`src/rtl/sync_fifo_flagged_if.sv`:
```
// rtl/sync_fifo_flagged_if.sv - handshake bundle for sync_fifo_flagged
//
// Purpose: groups the write, read and status signals of sync_fifo_flagged.
// Parameters: FIFO_WIDTH (word width), FIFO_DEPTH (entries, power of two).
// Signals:
//   i_wen, i_wdata          write request and data            (master -> slave)
//   i_ren                   read request                      (master -> slave)
//   o_rdata, o_rd_valid     read data and its qualifier       (slave -> master)
//   o_wr_ack                previous-cycle write accepted      (slave -> master)
//   o_full, o_empty         occupancy extremes                 (slave -> master)
//   o_almost_full/_empty    threshold warnings                 (slave -> master)
//   o_count                 occupancy 0..FIFO_DEPTH            (slave -> master)
//   o_overflow, o_underflow previous-cycle rejected write/read (slave -> master)
interface sync_fifo_flagged_if #(
  parameter int FIFO_WIDTH = 4,
  parameter int FIFO_DEPTH = 8
);
  localparam int AW = $clog2(FIFO_DEPTH);

  logic                  i_wen;
  logic [FIFO_WIDTH-1:0] i_wdata;
  logic                  i_ren;
  logic [FIFO_WIDTH-1:0] o_rdata;
  logic                  o_rd_valid;
  logic                  o_wr_ack;
  logic                  o_full;
  logic                  o_empty;
  logic                  o_almost_full;
  logic                  o_almost_empty;
  logic [AW:0]           o_count;
  logic                  o_overflow;
  logic                  o_underflow;

  modport master (
    output i_wen, i_wdata, i_ren,
    input  o_rdata, o_rd_valid, o_wr_ack, o_full, o_empty,
           o_almost_full, o_almost_empty, o_count, o_overflow, o_underflow
  );

  modport slave (
    input  i_wen, i_wdata, i_ren,
    output o_rdata, o_rd_valid, o_wr_ack, o_full, o_empty,
           o_almost_full, o_almost_empty, o_count, o_overflow, o_underflow
  );
endinterface

```
`src/rtl/sync_fifo_flagged.sv`:
```
// rtl/sync_fifo_flagged.sv - single-clock FIFO with occupancy count and status flags
//
// Purpose: FIFO_DEPTH x FIFO_WIDTH register FIFO reporting live occupancy,
// almost-full/almost-empty warnings and per-cycle overflow/underflow pulses.
// Build option: define SYNC_FIFO_FWFT_EN for first-word-fall-through reads;
// undefined gives a registered read with one cycle of latency.
// Ports:
//   i_clk    clock, all logic on the rising edge
//   i_rst_n  asynchronous active-low reset
//   bus      sync_fifo_flagged_if.slave (write/read handshake and status)
module sync_fifo_flagged #(
  parameter int FIFO_WIDTH = 4,
  parameter int FIFO_DEPTH = 8,
  parameter int AF_THRESH  = 6,
  parameter int AE_THRESH  = 2
) (
  input  logic                i_clk,
  input  logic                i_rst_n,
  sync_fifo_flagged_if.slave  bus
);
  localparam int AW = $clog2(FIFO_DEPTH);

  logic [FIFO_WIDTH-1:0] mem [FIFO_DEPTH];
  // Extra MSB is the wrap bit: equal low bits with differing MSB means full.
  logic [AW:0]           wptr;
  logic [AW:0]           rptr;
  logic [AW:0]           count;
  logic                  full;
  logic                  empty;
  logic                  wr_acc;
  logic                  rd_acc;
  logic                  wr_ack_q;
  logic                  overflow_q;
  logic                  underflow_q;

  assign count = wptr - rptr;
  assign full  = (count == (AW+1)'(FIFO_DEPTH));
  assign empty = (count == '0);

  // A simultaneous read frees the slot, so a write into a full FIFO is
  // still accepted when a read is requested in the same cycle.
  assign wr_acc = bus.i_wen && (!full || bus.i_ren);
  assign rd_acc = bus.i_ren && !empty;

  // Storage is deliberately not reset; only the pointers define validity.
  always_ff @(posedge i_clk) begin
    if (wr_acc) begin
      mem[wptr[AW-1:0]] <= bus.i_wdata;
    end
  end

  always_ff @(posedge i_clk or negedge i_rst_n) begin
    if (!i_rst_n) begin
      wptr        <= '0;
      rptr        <= '0;
      wr_ack_q    <= 1'b0;
      overflow_q  <= 1'b0;
      underflow_q <= 1'b0;
    end else begin
      if (wr_acc) begin
        wptr <= wptr + 1'b1;
      end
      if (rd_acc) begin
        rptr <= rptr + 1'b1;
      end
      wr_ack_q    <= wr_acc;
      overflow_q  <= bus.i_wen && !wr_acc;
      underflow_q <= bus.i_ren && !rd_acc;
    end
  end

`ifdef SYNC_FIFO_FWFT_EN
  // Head word is shown combinationally; the empty mux keeps o_rdata at 0
  // out of reset and hides stale storage while nothing is queued.
  assign bus.o_rdata    = empty ? '0 : mem[rptr[AW-1:0]];
  assign bus.o_rd_valid = !empty;
`else
  logic [FIFO_WIDTH-1:0] rdata_q;
  logic                  rd_valid_q;

  // The head is sampled on the accepting edge, before any same-edge write
  // to that slot lands, so full + read + write returns the old head.
  always_ff @(posedge i_clk or negedge i_rst_n) begin
    if (!i_rst_n) begin
      rdata_q    <= '0;
      rd_valid_q <= 1'b0;
    end else begin
      rd_valid_q <= rd_acc;
      if (rd_acc) begin
        rdata_q <= mem[rptr[AW-1:0]];
      end
    end
  end

  assign bus.o_rdata    = rdata_q;
  assign bus.o_rd_valid = rd_valid_q;
`endif

  assign bus.o_wr_ack       = wr_ack_q;
  assign bus.o_overflow     = overflow_q;
  assign bus.o_underflow    = underflow_q;
  assign bus.o_full         = full;
  assign bus.o_empty        = empty;
  assign bus.o_almost_full  = (count >= (AW+1)'(AF_THRESH));
  assign bus.o_almost_empty = (count <= (AW+1)'(AE_THRESH));
  assign bus.o_count        = count;
endmodule
```
`src/flat_wrapper.sv`:
```
// flat-port wrapper written by rule: the top's interface ports become plain ports
module sync_fifo_flagged_flat 
#(
  parameter int FIFO_WIDTH = 4,
  parameter int FIFO_DEPTH = 8,
  parameter int AF_THRESH  = 6,
  parameter int AE_THRESH  = 2
)
  (i_clk, i_rst_n, bus_i_wen, bus_i_wdata, bus_i_ren, bus_o_rdata, bus_o_rd_valid, bus_o_wr_ack, bus_o_full, bus_o_empty, bus_o_almost_full, bus_o_almost_empty, bus_o_count, bus_o_overflow, bus_o_underflow);
  sync_fifo_flagged_if #(.FIFO_WIDTH(FIFO_WIDTH), .FIFO_DEPTH(FIFO_DEPTH)) bus_i ();
  input  logic i_clk;
  input  logic i_rst_n;
  input wire logic [$bits(bus_i.i_wen)-1:0] bus_i_wen;
  input wire logic [$bits(bus_i.i_wdata)-1:0] bus_i_wdata;
  input wire logic [$bits(bus_i.i_ren)-1:0] bus_i_ren;
  output wire logic [$bits(bus_i.o_rdata)-1:0] bus_o_rdata;
  output wire logic [$bits(bus_i.o_rd_valid)-1:0] bus_o_rd_valid;
  output wire logic [$bits(bus_i.o_wr_ack)-1:0] bus_o_wr_ack;
  output wire logic [$bits(bus_i.o_full)-1:0] bus_o_full;
  output wire logic [$bits(bus_i.o_empty)-1:0] bus_o_empty;
  output wire logic [$bits(bus_i.o_almost_full)-1:0] bus_o_almost_full;
  output wire logic [$bits(bus_i.o_almost_empty)-1:0] bus_o_almost_empty;
  output wire logic [$bits(bus_i.o_count)-1:0] bus_o_count;
  output wire logic [$bits(bus_i.o_overflow)-1:0] bus_o_overflow;
  output wire logic [$bits(bus_i.o_underflow)-1:0] bus_o_underflow;
  assign bus_i.i_wen = bus_i_wen;
  assign bus_i.i_wdata = bus_i_wdata;
  assign bus_i.i_ren = bus_i_ren;
  assign bus_o_rdata = bus_i.o_rdata;
  assign bus_o_rd_valid = bus_i.o_rd_valid;
  assign bus_o_wr_ack = bus_i.o_wr_ack;
  assign bus_o_full = bus_i.o_full;
  assign bus_o_empty = bus_i.o_empty;
  assign bus_o_almost_full = bus_i.o_almost_full;
  assign bus_o_almost_empty = bus_i.o_almost_empty;
  assign bus_o_count = bus_i.o_count;
  assign bus_o_overflow = bus_i.o_overflow;
  assign bus_o_underflow = bus_i.o_underflow;
  sync_fifo_flagged #(.FIFO_WIDTH(FIFO_WIDTH), .FIFO_DEPTH(FIFO_DEPTH), .AF_THRESH(AF_THRESH), .AE_THRESH(AE_THRESH)) u_core (.i_clk(i_clk), .i_rst_n(i_rst_n), .bus(bus_i));
endmodule
```
`config.mk`:
```
export PLATFORM = sky130hd
export DESIGN_NAME = sync_fifo_flagged_flat
export DESIGN_NICKNAME = d
export VERILOG_FILES = /design/src/rtl/sync_fifo_flagged_if.sv /design/src/rtl/sync_fifo_flagged.sv /design/src/flat_wrapper.sv
export SDC_FILE = /design/constraint.sdc
export NUM_CORES = 1
export LEC_CHECK = 0
export CAP_MARGIN = 15
export CORE_MARGIN = 2
export CORE_UTILIZATION = 31
export DETAILED_ROUTE_END_ITERATION = 7
export PLACE_DENSITY = 0.56
export SLEW_MARGIN = 40
export SYNTH_ARGS = -nofsm -noshare
export SYNTH_HDL_FRONTEND = slang
export SYNTH_SLANG_ARGS = --single-unit
```
`constraint.sdc`:
```
create_clock -name i_clk -period 4 [get_ports i_clk]
set_clock_uncertainty 0.2 [all_clocks]
set_input_delay 0.8 -clock i_clk [delete_from_list [all_inputs] [get_ports i_clk]]
set_output_delay 0.8 -clock i_clk [all_outputs]
set_load 0.005 [all_outputs]
```
==> out/metrics.cfg, run 1 <==
[floorplan]
core.rowCount = 29
initial_core_util_pct = 32.5
fp.coreArea_mm2 = 0.00642
die_y_um = 86.1
die_w_um = 86.1
design.die.area_mm2 = 0.00741
io_pins = 24

[sta]
period_share_pct = 94.0
tightestPinTransition_ns = 0.654
max_freq_mhz = 266
finalHoldViolations = 0
period_needed_ns = 3.76
report.final.slew_viol_count = 0
tns_ns = 0
setup_viol = 0
maxSlewHeadroom_pct = 56.1
rsz0062_at_grt = false

[detailed_routing]
via_per_inst = 4.58
vias = 1089
drc = 0
dr.pass1.iters = 4
final_antenna_net_count = 0
routed_wl_um = 3490
drt_iter0_drc = 31
routedWlPerCell_um = 14.7

[clocking]
clockBufferDepth = 2
cts_buffers = 5
path_clk_slew_ns = 0.09
clk_latency_ns = 0.30
root_buffer = clkbuf_8
cts_sinks = 48
post_cts_buffers = 0
cts_tree = yes
ctsHtreeMaxLevel = 2

[critical_path]
start_kind = register
cp.required_ns = 3.00
r2r_start = u_core.wptr[0]$_DFFE_PN0P_
regToRegEndpoint = u_core.mem[4][3]$_DFFE_PP_
reg2reg_slack_ns = 0.92
worstPathMaxFanout = 7
crit_arrival_ns = 2.76
crit_type = register to output pin
crit_path_end_kind = output pin
reg2regPathDepth = 10

[power]
power.density_mw_per_mm2 = 874
p_leak_nw = 0.929
ir_drop_v = 0.000232
p_total_mw = 2.20

[job]
maxCapViolCount = 0

[layout]
drive_gt1_share_pct = 19.3
final_common_cell = edfxtp_1
nFillCells = 589
n_antenna_cell = 0
multiInputGateArea_um2 = 669
fin_util_pct = 39.3
syn_to_final_growth_pct = 20.8
ff_latch_area_mm2 = 0.00136
most-common-layout-cells = edfxtp_1 (32), clkdlybuf4s50_1 (22), dfrtp_1 (15)
fin_nets = 174

[yosys]
syn-cell-area_mm2 = 0.00209
synth_flop_cell = edfxtp_1
async_flop_share_pct = 33.3
synth_fp_nets = 146
synth.distinct_cells = 35
avgSynthCellArea_um2 = 15.8
ys_ff_latch = 48
synth_edf_count = 32
ys_warn_count = 0
yosysSeqAreaShare_pct = 65.1
synthCells = 132

[global_routing]
grt_pass1_wl_um = 5840
grt_max_degree = 17
grt.overflow.total = 0
grt_pass1_vias = 1133
antenna_found_initial = 0
gr-usage-all-layers_pct = 10.5

[placed_design]
hpwl_um = 2620
place.gp.congestion = 0.706
port_buffers = 23

[status]
status = finished clean

[min_path]
min_path_type = input pin to async pin

registers in the layout, indices dropped and copies added, names as in the netlist:
name	cells
u_core.bus.o_rdata	4
u_core.bus.o_overflow	1
u_core.bus.o_underflow	1
u_core.bus.o_rd_valid	1
u_core.wptr	4
u_core.bus.o_wr_ack	1
u_core.rptr	4
u_core.mem	32
through the flow:
| stage | hold slack [ns] | std cells | worst slack (ns) | cell area (um2) |
|---|---|---|---|---|
| 3_5_place_dp | 0.270 | 230 | 0.460 | 2410 |
| 6_report | 0.197 | 238 | 0.242 | 2520 |
| 3_3_place_gp | 0.268 | 230 | 0.570 | 2410 |
| 2_1_floorplan | 0.273 | 132 | 1.06 | 2090 |
| 4_1_cts | 0.291 | 238 | 0.119 | 2530 |
| 5_1_grt | 0.210 | 238 | 0.0415 | 2520 |
power breakdown:
group | switching [mW] | internal [mW]
Sequential | 0.105 | 0.662
Combinational | 0.505 | 0.577
Clock | 0.168 | 0.188
Total | 0.778 | 1.43
worst max-delay path by stage:
stage | to | startpoint | slack (ns)
detailed placement | bus_o_almost_empty | u_core.rptr[1]$_DFFE_PN0P_ | 0.46
finish | bus_o_empty | u_core.wptr[0]$_DFFE_PN0P_ | 0.24
CTS | bus_o_almost_empty | u_core.rptr[1]$_DFFE_PN0P_ | 0.12
global placement | bus_o_empty | u_core.rptr[1]$_DFFE_PN0P_ | 0.57
global route | bus_o_empty | u_core.wptr[0]$_DFFE_PN0P_ | 0.04
floorplan | bus_o_empty | u_core.rptr[1]$_DFFE_PN0P_ | 1.06
critical path: stages, from the launching register on:
cell,delay [ns]
dfrtp_1,0.46
inv_1,0.14
ha_1,0.19
inv_1,0.06
fa_1,0.37
xor2_1,0.19
or3_4,0.40
nor2_1,0.14
clkdlybuf4s50_1,0.51
layer usage:
metal	part of all wire [%]	track usage [%]	vias to the layer above
met5	0	0	-
met4	0.63	2.60	0
met3	3.8	3.85	4
met2	49	16.6	14
met1	46	13.7	536
li1	-	-	535
repair_timing:
item,4_1_cts,5_1_grt
gates resized for setup,0,1
endpoints found under the hold margin,0,0
endpoints found under the setup margin,0,1
hold buffers,0,0
cells by family after synthesis:
group	synth area share, %
DFF	65.1
and+or+nand+nor	8.09
buffers and inverters	2.81
muxes	11.8
AOI/OAI and AO/OA	4.43
xor gates and xnor gates	3.77
adders and majority gates	3.95
area by class of cell:
type	instances	share of cell area, %
clock buffer	5	2.73
timing repair buffer	25	9.52
tap	77	3.82
sequential	48	54.0
multi-input combinational	70	26.5
inverter	10	1.59
clock inverter	3	1.83
cells in the mapped netlist (2+ instances only):
| cell | count | area [um2] |
|---|---|---|
| o21ai_0 | 4 | 20.0 |
| nor3_1 | 4 | 20.0 |
| nor2_1 | 6 | 22.5 |
| inv_1 | 8 | 30.0 |
| buf_2 | 3 | 15.0 |
| o31ai_4 | 2 | 42.5 |
| nand2_1 | 10 | 37.5 |
| mux4_2 | 8 | 180 |
| mux2i_1 | 4 | 40.0 |
| edfxtp_1 | 32 | 961 |
| xnor2_1 | 6 | 52.6 |
| dfrtp_1 | 16 | 400 |
| ha_1 | 5 | 62.6 |
| xor2_1 | 3 | 26.3 |
Power figures use the tool's default switching activity.
==> inputs of run 2 (changes only) <==
--- a/config.mk
+++ b/config.mk
@@ -5,7 +5,6 @@
 export SDC_FILE = /design/constraint.sdc
 export NUM_CORES = 1
 export LEC_CHECK = 0
-export CAP_MARGIN = 15
 export CORE_MARGIN = 2
 export CORE_UTILIZATION = 31
 export DETAILED_ROUTE_END_ITERATION = 7
==> results of run 2 <==
Final layout, timing and power as in run 1 (identical DEF).
